`config.mk`:
```
export PLATFORM = sky130hd
export DESIGN_NAME = ones_cnt_datapath_flat
export DESIGN_NICKNAME = d
export VERILOG_FILES = /design/src/rtl/ones_cnt_datapath_if.sv /design/src/rtl/ones_cnt_datapath.sv /design/src/flat_wrapper.sv
export SDC_FILE = /design/constraint.sdc
export NUM_CORES = 1
export LEC_CHECK = 0
export CAP_MARGIN = 0
export CORE_ASPECT_RATIO = 0.7
export CORE_MARGIN = 2
export CORE_UTILIZATION = 40
export CTS_CLUSTER_SIZE = 12
export DETAILED_ROUTE_END_ITERATION = 16
export PLACE_DENSITY = 0.75
export SLEW_MARGIN = 20
export SYNTH_ARGS = -nofsm -noshare
export SYNTH_HDL_FRONTEND = slang
export SYNTH_SLANG_ARGS = --single-unit
```
`constraint.sdc`:
```
create_clock -name clk -period 1.3 [get_ports clk]
set_clock_uncertainty 0.2 [all_clocks]
set_input_delay 0.195 -clock clk [delete_from_list [all_inputs] [get_ports clk]]
set_output_delay 0.195 -clock clk [all_outputs]
set_load 0.02 [all_outputs]
```
`src/rtl/ones_cnt_datapath_if.sv`:
```
// Handshake bundle between the ones-count controller and its datapath.
// The controller side drives the operand and the control strobes; the
// datapath side returns status bits and the captured result.
interface ones_cnt_datapath_if #(
  parameter int W  = 8,
  parameter int CW = $clog2(W + 1)
) ();

  logic [W-1:0]  data_in;
  logic          load_regs;
  logic          incr_r2;
  logic          shift;
  logic          rdy;

  logic          zero;
  logic          E;
  logic [CW-1:0] count;
  logic          done;
  logic          busy;

  // Controller (or testbench) side.
  modport master (
    output data_in, load_regs, incr_r2, shift, rdy,
    input  zero, E, count, done, busy
  );

  // Datapath side.
  modport slave (
    input  data_in, load_regs, incr_r2, shift, rdy,
    output zero, E, count, done, busy
  );

endinterface

```
`src/rtl/ones_cnt_datapath.sv`:
```
// Ones-count datapath. R1 holds the operand and is shifted left one bit at a
// time into E; R2 counts the ones seen. R2 is preset to all ones on load so
// the controller's unconditional first increment wraps it to zero. When the
// controller reports idle (rdy) during an operation, R2 is captured into the
// count output and done pulses for one cycle.
module ones_cnt_datapath #(
  parameter int W  = 8,
  parameter int CW = $clog2(W + 1)
) (
  input  logic                 clk,
  input  logic                 rst,
  ones_cnt_datapath_if.slave   bus
);

  logic [W-1:0]  r1_q,    r1_d;
  logic [CW-1:0] r2_q,    r2_d;
  logic          e_q,     e_d;
  logic [CW-1:0] count_q, count_d;
  logic          busy_q,  busy_d;
  logic          done_q,  done_d;

  logic          capture;

  // A capture needs an operation in flight and an idle controller; a load in
  // the same cycle is a restart and takes precedence.
  assign capture = busy_q && bus.rdy && !bus.load_regs;

  // Operand, counter and shift-out bit: load overrides shift and increment,
  // which are independent of each other when both are asserted.
  always_comb begin
    r1_d = r1_q;
    r2_d = r2_q;
    e_d  = e_q;
    if (bus.load_regs) begin
      r1_d = bus.data_in;
      r2_d = '1;
      e_d  = 1'b0;
    end else begin
      if (bus.shift) begin
        e_d  = r1_q[W-1];
        r1_d = {r1_q[W-2:0], 1'b0};
      end
      // Wraps modulo 2^CW; the all-ones preset plus one lands on zero.
      if (bus.incr_r2) begin
        r2_d = r2_q + 1'b1;
      end
    end
  end

  // Result capture and operation status; count only changes on a capture.
  always_comb begin
    count_d = count_q;
    busy_d  = busy_q;
    done_d  = 1'b0;
    if (bus.load_regs) begin
      busy_d = 1'b1;
    end else if (capture) begin
      count_d = r2_q;
      busy_d  = 1'b0;
      done_d  = 1'b1;
    end
  end

  // State registers with asynchronous active-high reset.
  always_ff @(posedge clk or posedge rst) begin
    // NOTE: non-blocking assignments so every register samples the values
    // from before this edge, regardless of statement order.
    if (rst) begin
      r1_q    <= '0;
      r2_q    <= '0;
      e_q     <= 1'b0;
      count_q <= '0;
      busy_q  <= 1'b0;
      done_q  <= 1'b0;
    end else begin
      r1_q    <= r1_d;
      r2_q    <= r2_d;
      e_q     <= e_d;
      count_q <= count_d;
      busy_q  <= busy_d;
      done_q  <= done_d;
    end
  end

  // Status back to the controller; zero is combinational on R1.
  assign bus.zero  = (r1_q == '0);
  assign bus.E     = e_q;
  assign bus.count = count_q;
  assign bus.done  = done_q;
  assign bus.busy  = busy_q;

endmodule

```
`src/flat_wrapper.sv`:
```
// flat-port wrapper written by rule: the top's interface ports become plain ports
module ones_cnt_datapath_flat 
#(
  parameter int W  = 8,
  parameter int CW = $clog2(W + 1)
)
  (clk, rst, bus_data_in, bus_load_regs, bus_incr_r2, bus_shift, bus_rdy, bus_zero, bus_E, bus_count, bus_done, bus_busy);
  ones_cnt_datapath_if #(.W(W), .CW(CW)) bus_i ();
  input  logic clk;
  input  logic rst;
  input wire logic [$bits(bus_i.data_in)-1:0] bus_data_in;
  input wire logic [$bits(bus_i.load_regs)-1:0] bus_load_regs;
  input wire logic [$bits(bus_i.incr_r2)-1:0] bus_incr_r2;
  input wire logic [$bits(bus_i.shift)-1:0] bus_shift;
  input wire logic [$bits(bus_i.rdy)-1:0] bus_rdy;
  output wire logic [$bits(bus_i.zero)-1:0] bus_zero;
  output wire logic [$bits(bus_i.E)-1:0] bus_E;
  output wire logic [$bits(bus_i.count)-1:0] bus_count;
  output wire logic [$bits(bus_i.done)-1:0] bus_done;
  output wire logic [$bits(bus_i.busy)-1:0] bus_busy;
  assign bus_i.data_in = bus_data_in;
  assign bus_i.load_regs = bus_load_regs;
  assign bus_i.incr_r2 = bus_incr_r2;
  assign bus_i.shift = bus_shift;
  assign bus_i.rdy = bus_rdy;
  assign bus_zero = bus_i.zero;
  assign bus_E = bus_i.E;
  assign bus_count = bus_i.count;
  assign bus_done = bus_i.done;
  assign bus_busy = bus_i.busy;
  ones_cnt_datapath #(.W(W), .CW(CW)) u_core (.clk(clk), .rst(rst), .bus(bus_i));
endmodule
```
==> results.toml, run 1 <==
[outcome]
outcome = "complete, but fails checks"
violations = "DRC, setup timing"

[yosys]
syn_inst = 72
syn_avg_cell_area_sq_um = 11.7
synthXorXnorAreaFrac_pct = 1.04
synth-seq-cells = 19
yosys_warnings = 0
synthAdderAreaFrac_pct = 1.49
synth_nets = 87
synth_edf_count = 0
yosys_most_used_dff = "dfrtp_1"
synthArstFlopShare_pct = 100
synth_area_leaders = "dfrtp_1 57%, mux2i_1 11%, mux2_2 5.4%"
synth_cell_types = 20
synthSimpleGateAreaFrac_pct = 13.5
synth_top_area_cell = "dfrtp_1"
synth_area_sq_um = 841
synthTopCellsByCount = "19 x dfrtp_1, 9 x mux2i_1, 8 x nand2_1, 8 x o21ai_0, 4 x mux2_2"
synthMuxAreaShare_pct = 16.1
yosysSeqAreaShare_pct = 56.5
synth_top_area_share_pct = 56.5
synth_top_family_by_area = "multiplexers"
synth_compound_area_share_pct = 8.18
yosys.cell_count.top_type = "dfrtp_1"

[routing]
via_per_inst = 5.06
dr.pass1.iters = 10
detail-route-antenna-nets = 0
drt_wl_total_microns = 1710
wl_per_cell_microns = 13.1
vias = 658
drc = 1
drt_iter0_drc = 9

[timing]
worst_slew_pin_slew_ns = 0.240
slew-limit-headroom_pct = 84.0
fin_ws_ns = -0.569
min_period_ns = 1.87
fmax_mhz = 535
tns_ns = -0.569
rsz0062_at_grt = "yes"
timing.hold.ws_ns = 0.0184
finalCritPeriodShare_pct = 144
hold_viol = 0
setup_violations = 1
drv_slew = 0

[die]
ios = 22
die_h_microns = 42.4
die_w_microns = 58.8
die_area_sq_mm = 0.00249
rows = 13
core-area_sq_mm = 0.00192
start_util_pct = 43.8

[worst_hold_path]
min_path_type = "in2async"

[clock_network]
clock-sinks = 19
clk_latency_ns = 0.30
cts-root-buf = "clkbuf_4"
cts_buffers = 3
clkTransAtPathRegs_ns = 0.10
hold_buffers = 0
htreeDepth = 1
cts_tree = "yes"
clk_path_buf_depth = 2

[cells_and_area]
nets = 124
drive_gt1_share_pct = 30.6
fillers = 171
areaGrowthSynthToFinish_pct = 43.2
final_cells = 130
antennaDiodeCount = 0
multi_input_area_sq_um = 369
register_area_sq_um = 475

[power]
power.total_uw = 1360
p_leak_uw = 0.000588
pwr_density_cell_mw_per_mm2 = 1130
ir_drop_mv = 0.644

[placed_design]
dp.cells = 125
portBuffers = 21
detailed_place_hpwl_microns = 1240
gp_congestion = 0.821

[setup_path]
crit_type = "reg2out"
cp.arrival_ns = 1.47
setup.worst_path.end_class = "output pin"
worst-path-max-fanout = 2
worstSetupStartpointType = "flop"
cp.required_ns = 0.90

[grt]
grt_usage_pct = 16.1
grt_pass1_wl_microns = 2870
antenna_found_initial = 0
grt_start_max_net_pins = 24
overflow = 0
grt_pass1_vias = 667

[run]
drv_cap = 0
==> power breakdown <==
group          internal, uW  switching [uW]
sequential              661            42.6
combinational           198             159
clock                   120             178
total                   979             380
==> logic make-up (layout without fill, tap and decap cells) <==
| family | count (synthesis) | after routing |
|---|---|---|
| buffers and inverters | 6 | 42 |
| DFF | 19 | 19 |
| xor gates and xnor gates | 1 | 1 |
| adders and majority gates | 1 | 1 |
| and+or+nand+nor | 20 | 20 |
| muxes | 13 | 13 |
| AOI/OAI and AO/OA | 12 | 12 |
==> stage by stage <==
stage,area [sq um],utilization (%),setup WS [ns]
2_1_floorplan,856,-,-0.175
3_3_place_gp,1190,61.9,-0.698
3_5_place_dp,1190,61.9,-0.707
4_1_cts,1180,61.5,-0.584
5_1_grt,1200,62.7,-0.620
6_report,1200,62.7,-0.569
==> registers in the layout, summed over array words and instances (netlist names) <==
signal            cells
u_core.bus.E          1
u_core.bus.busy       1
u_core.bus.count      4
u_core.bus.done       1
u_core.r1_q           8
u_core.r2_q           4
==> layout make-up <==
cell class,count,area share [%]
Inverter,3,0.936
Multi-Input combinational cell,47,30.7
Sequential cell,19,39.5
Clock buffer,4,2.18
Timing Repair Buffer,35,24.4
Tap cell,22,2.29
==> critical path, stage by stage (launching register included) <==
cell and delay (ns):
dfrtp_1 0.39, or4_4 0.55, nor2_4 0.12, buf_6 0.12
==> final timing paths <==
path | from | endpoint | slack [ns] | depth (start not counted)
setup reg to reg | u_core.r2_q[1] | u_core.r2_q[1] | 0.04 | 2
min in group clk | bus_data_in[4] | u_core.r1_q[4] | 0.25 | 3
setup / recovery | u_core.r1_q[5] | bus_zero | -0.57 | 3
max in group asynchronous | rst | u_core.bus.done | 0.69 | 3
hold / removal | rst | u_core.r1_q[7] | 0.02 | 3
hold reg to reg | u_core.bus.count[0] | u_core.bus.count[0] | 0.32 | 1
==> placed cells by master (no fill, tap or decap) <==
master / instances
a211o_1: 1
a21o_1: 1
a21oi_1: 1
and3_1: 1
buf_12: 1
buf_2: 7
buf_4: 13
buf_6: 1
clkbuf_1: 1
clkbuf_4: 3
clkdlybuf4s50_1: 13
dfrtp_1: 19
ha_1: 1
inv_1: 3
mux2_4: 4
mux2i_1: 9
nand2_1: 8
nand2b_1: 2
nand3b_4: 1
nand4_1: 1
nor2_1: 2
nor2_4: 1
nor2b_1: 2
o21ai_0: 8
o21bai_1: 1
or4_4: 2
xnor2_1: 1
==> layer usage <==
| metal | global-route usage, % | vias to the layer above | routed length (microns) |
|---|---|---|---|
| li1 | - | 320 | - |
| met1 | 19.5 | 319 | 827 |
| met2 | 25.8 | 15 | 773 |
| met3 | 5.56 | 4 | 76 |
| met4 | 6.82 | 0 | 30 |
| met5 | 0 | - | 0 |
==> timing repair <==
item | 4_1_cts | 5_1_grt
buffers inserted | 0 | 1
setup endpoints to repair | 8 | 4
resized for setup | 34 | 4
Power figures use the tool's default switching activity.
==> inputs of run 2 (changes only) <==
CTS_CLUSTER_DIAMETER = 40   (was not set)
RECOVER_POWER = 100   (was not set)
==> results.toml, run 2 (synthesized netlist as in run 1, its figures left out) <==
[outcome]
outcome = "complete, but fails checks"
violations = "DRC, setup timing"

[timing]
min_period_ns = 1.87
finalCritPeriodShare_pct = 144
rsz0062_at_grt = "yes"
worst_slew_pin_slew_ns = 0.469
fin_ws_ns = -0.569
setup_violations = 9
timing.hold.ws_ns = 0.236
hold_viol = 0
drv_slew = 0
fmax_mhz = 535
slew-limit-headroom_pct = 68.7

[grt]
antenna_found_initial = 0
grt_start_max_net_pins = 24
grt_pass1_wl_microns = 2870
overflow = 0
grt_usage_pct = 16.1
grt_pass1_vias = 667

[power]
power.total_uw = 1350
ir_drop_mv = 0.644
p_leak_uw = 0.000581
pwr_density_cell_mw_per_mm2 = 1140

[setup_path]
cp.required_ns = 0.90
worstSetupStartpointType = "flop"
setup.worst_path.end_class = "output pin"
worst-path-max-fanout = 2
cpPeakStageDelay_ns = 0.55
crit_type = "reg2out"
cp.arrival_ns = 1.47
slowest_stage = "or4_4"
path_cells = "or4_4, nor2_4, buf_6"

[routing]
wl_per_cell_microns = 13.2
detail-route-antenna-nets = 0
dr.pass1.iters = 10
drt_wl_total_microns = 1720
vias = 660
via_per_inst = 5.08
drt_iter0_drc = 5
drc = 1

[placed_design]
portBuffers = 21
detailed_place_hpwl_microns = 1240
gp_congestion = 0.821
dpl_cell_area_sq_mm = 0.00119
pre_cts_slack_ns = -0.707

[clock_network]
cts-root-buf = "clkbuf_4"
clkTransAtPathRegs_ns = 0.10
cts_buffers = 3
cts_tree = "yes"
clock-sinks = 19
clk_path_buf_depth = 2
htreeDepth = 1
clk_latency_ns = 0.30
hold_buffers = 0

[die]
start_util_pct = 43.8
die_h_microns = 42.4
ios = 22
core-area_sq_mm = 0.00192
die_w_microns = 58.8
rows = 13
die_area_sq_mm = 0.00249

[cells_and_area]
layout_common_cells = "19 x dfrtp_1, 11 x clkdlybuf4s50_1, 11 x buf_4"
fin_area_sq_mm = 0.00119
largest_register = "u_core.r1_q"
drive_gt1_share_pct = 30.6
largest_reg_flops = 8
mostFrequentLayoutCell = "dfrtp_1"
antennaDiodeCount = 0
areaGrowthSynthToFinish_pct = 41.5
nets = 124

[run]
drv_cap = 0

[worst_hold_path]
min_path_type = "in2async"
==> run 2: layout make-up <==
cell class              instances  area [sq um]
inverters                       3          11.3
well taps                      22          27.5
repair buffers                 35           289
fillers                       173           729
clock buffers                   4          26.3
multi-input cells              47           360
flip-flops and latches         19           475
==> run 2: through the flow <==
stage          instances  setup TNS, ns  utilization [%]
3_3_place_gp         125          -3.03             61.9
6_report             130          -1.20             62.0
2_1_floorplan         72         -0.175                -
5_1_grt              130          -1.90             62.0
4_1_cts              129         -0.584             61.5
3_5_place_dp         125          -3.48             61.9
==> run 2: repair_timing <==
| action | CTS | global route |
|---|---|---|
| gates cloned | 0 | 0 |
| endpoints found under the setup margin | 8 | 4 |
| resized for setup | 34 | 4 |
| buffers inserted | 0 | 1 |
==> run 2: worst paths after layout <==
| check | depth (start not counted) | startpoint | slack [ns] | end |
|---|---|---|---|---|
| worst min-delay path | 3 | rst | 0.24 | u_core.r1_q[7] |
| worst max-delay path | 3 | u_core.r1_q[5] | -0.57 | bus_zero |
| worst max register to register | 3 | u_core.bus.busy | -0.02 | u_core.bus.count[0] |
| max in group asynchronous | 3 | rst | 0.35 | u_core.bus.busy |
| min in group clk | 3 | bus_data_in[4] | 0.25 | u_core.r1_q[4] |
| worst min register to register | 1 | u_core.bus.count[3] | 0.32 | u_core.bus.count[3] |
==> run 2: power breakdown <==
| part | total, uW | leakage, uW | internal [uW] | switching [uW] |
|---|---|---|---|---|
| Combinational | 351 | 0.000350 | 193 | 158 |
| Sequential | 704 | 0.000216 | 661 | 43.0 |
| Clock | 298 | 0.0000150 | 120 | 178 |
==> run 2: per-layer routing <==
layer / GRT usage (%) / vias up / share of wire (%)
met1: 19.5 / 320 / 48
met4: 6.82 / 0 / 1.7
met5: 0 / - / 0
met3: 5.56 / 4 / 4.8
li1: - / 321 / -
met2: 25.8 / 15 / 45
==> run 2: critical path, delay by kind of cell (launching register included) <==
| family | cells | cell delay, ns |
|---|---|---|
| simple gates | 2 | 0.67 |
| flops | 1 | 0.39 |
| buf+inv | 1 | 0.12 |
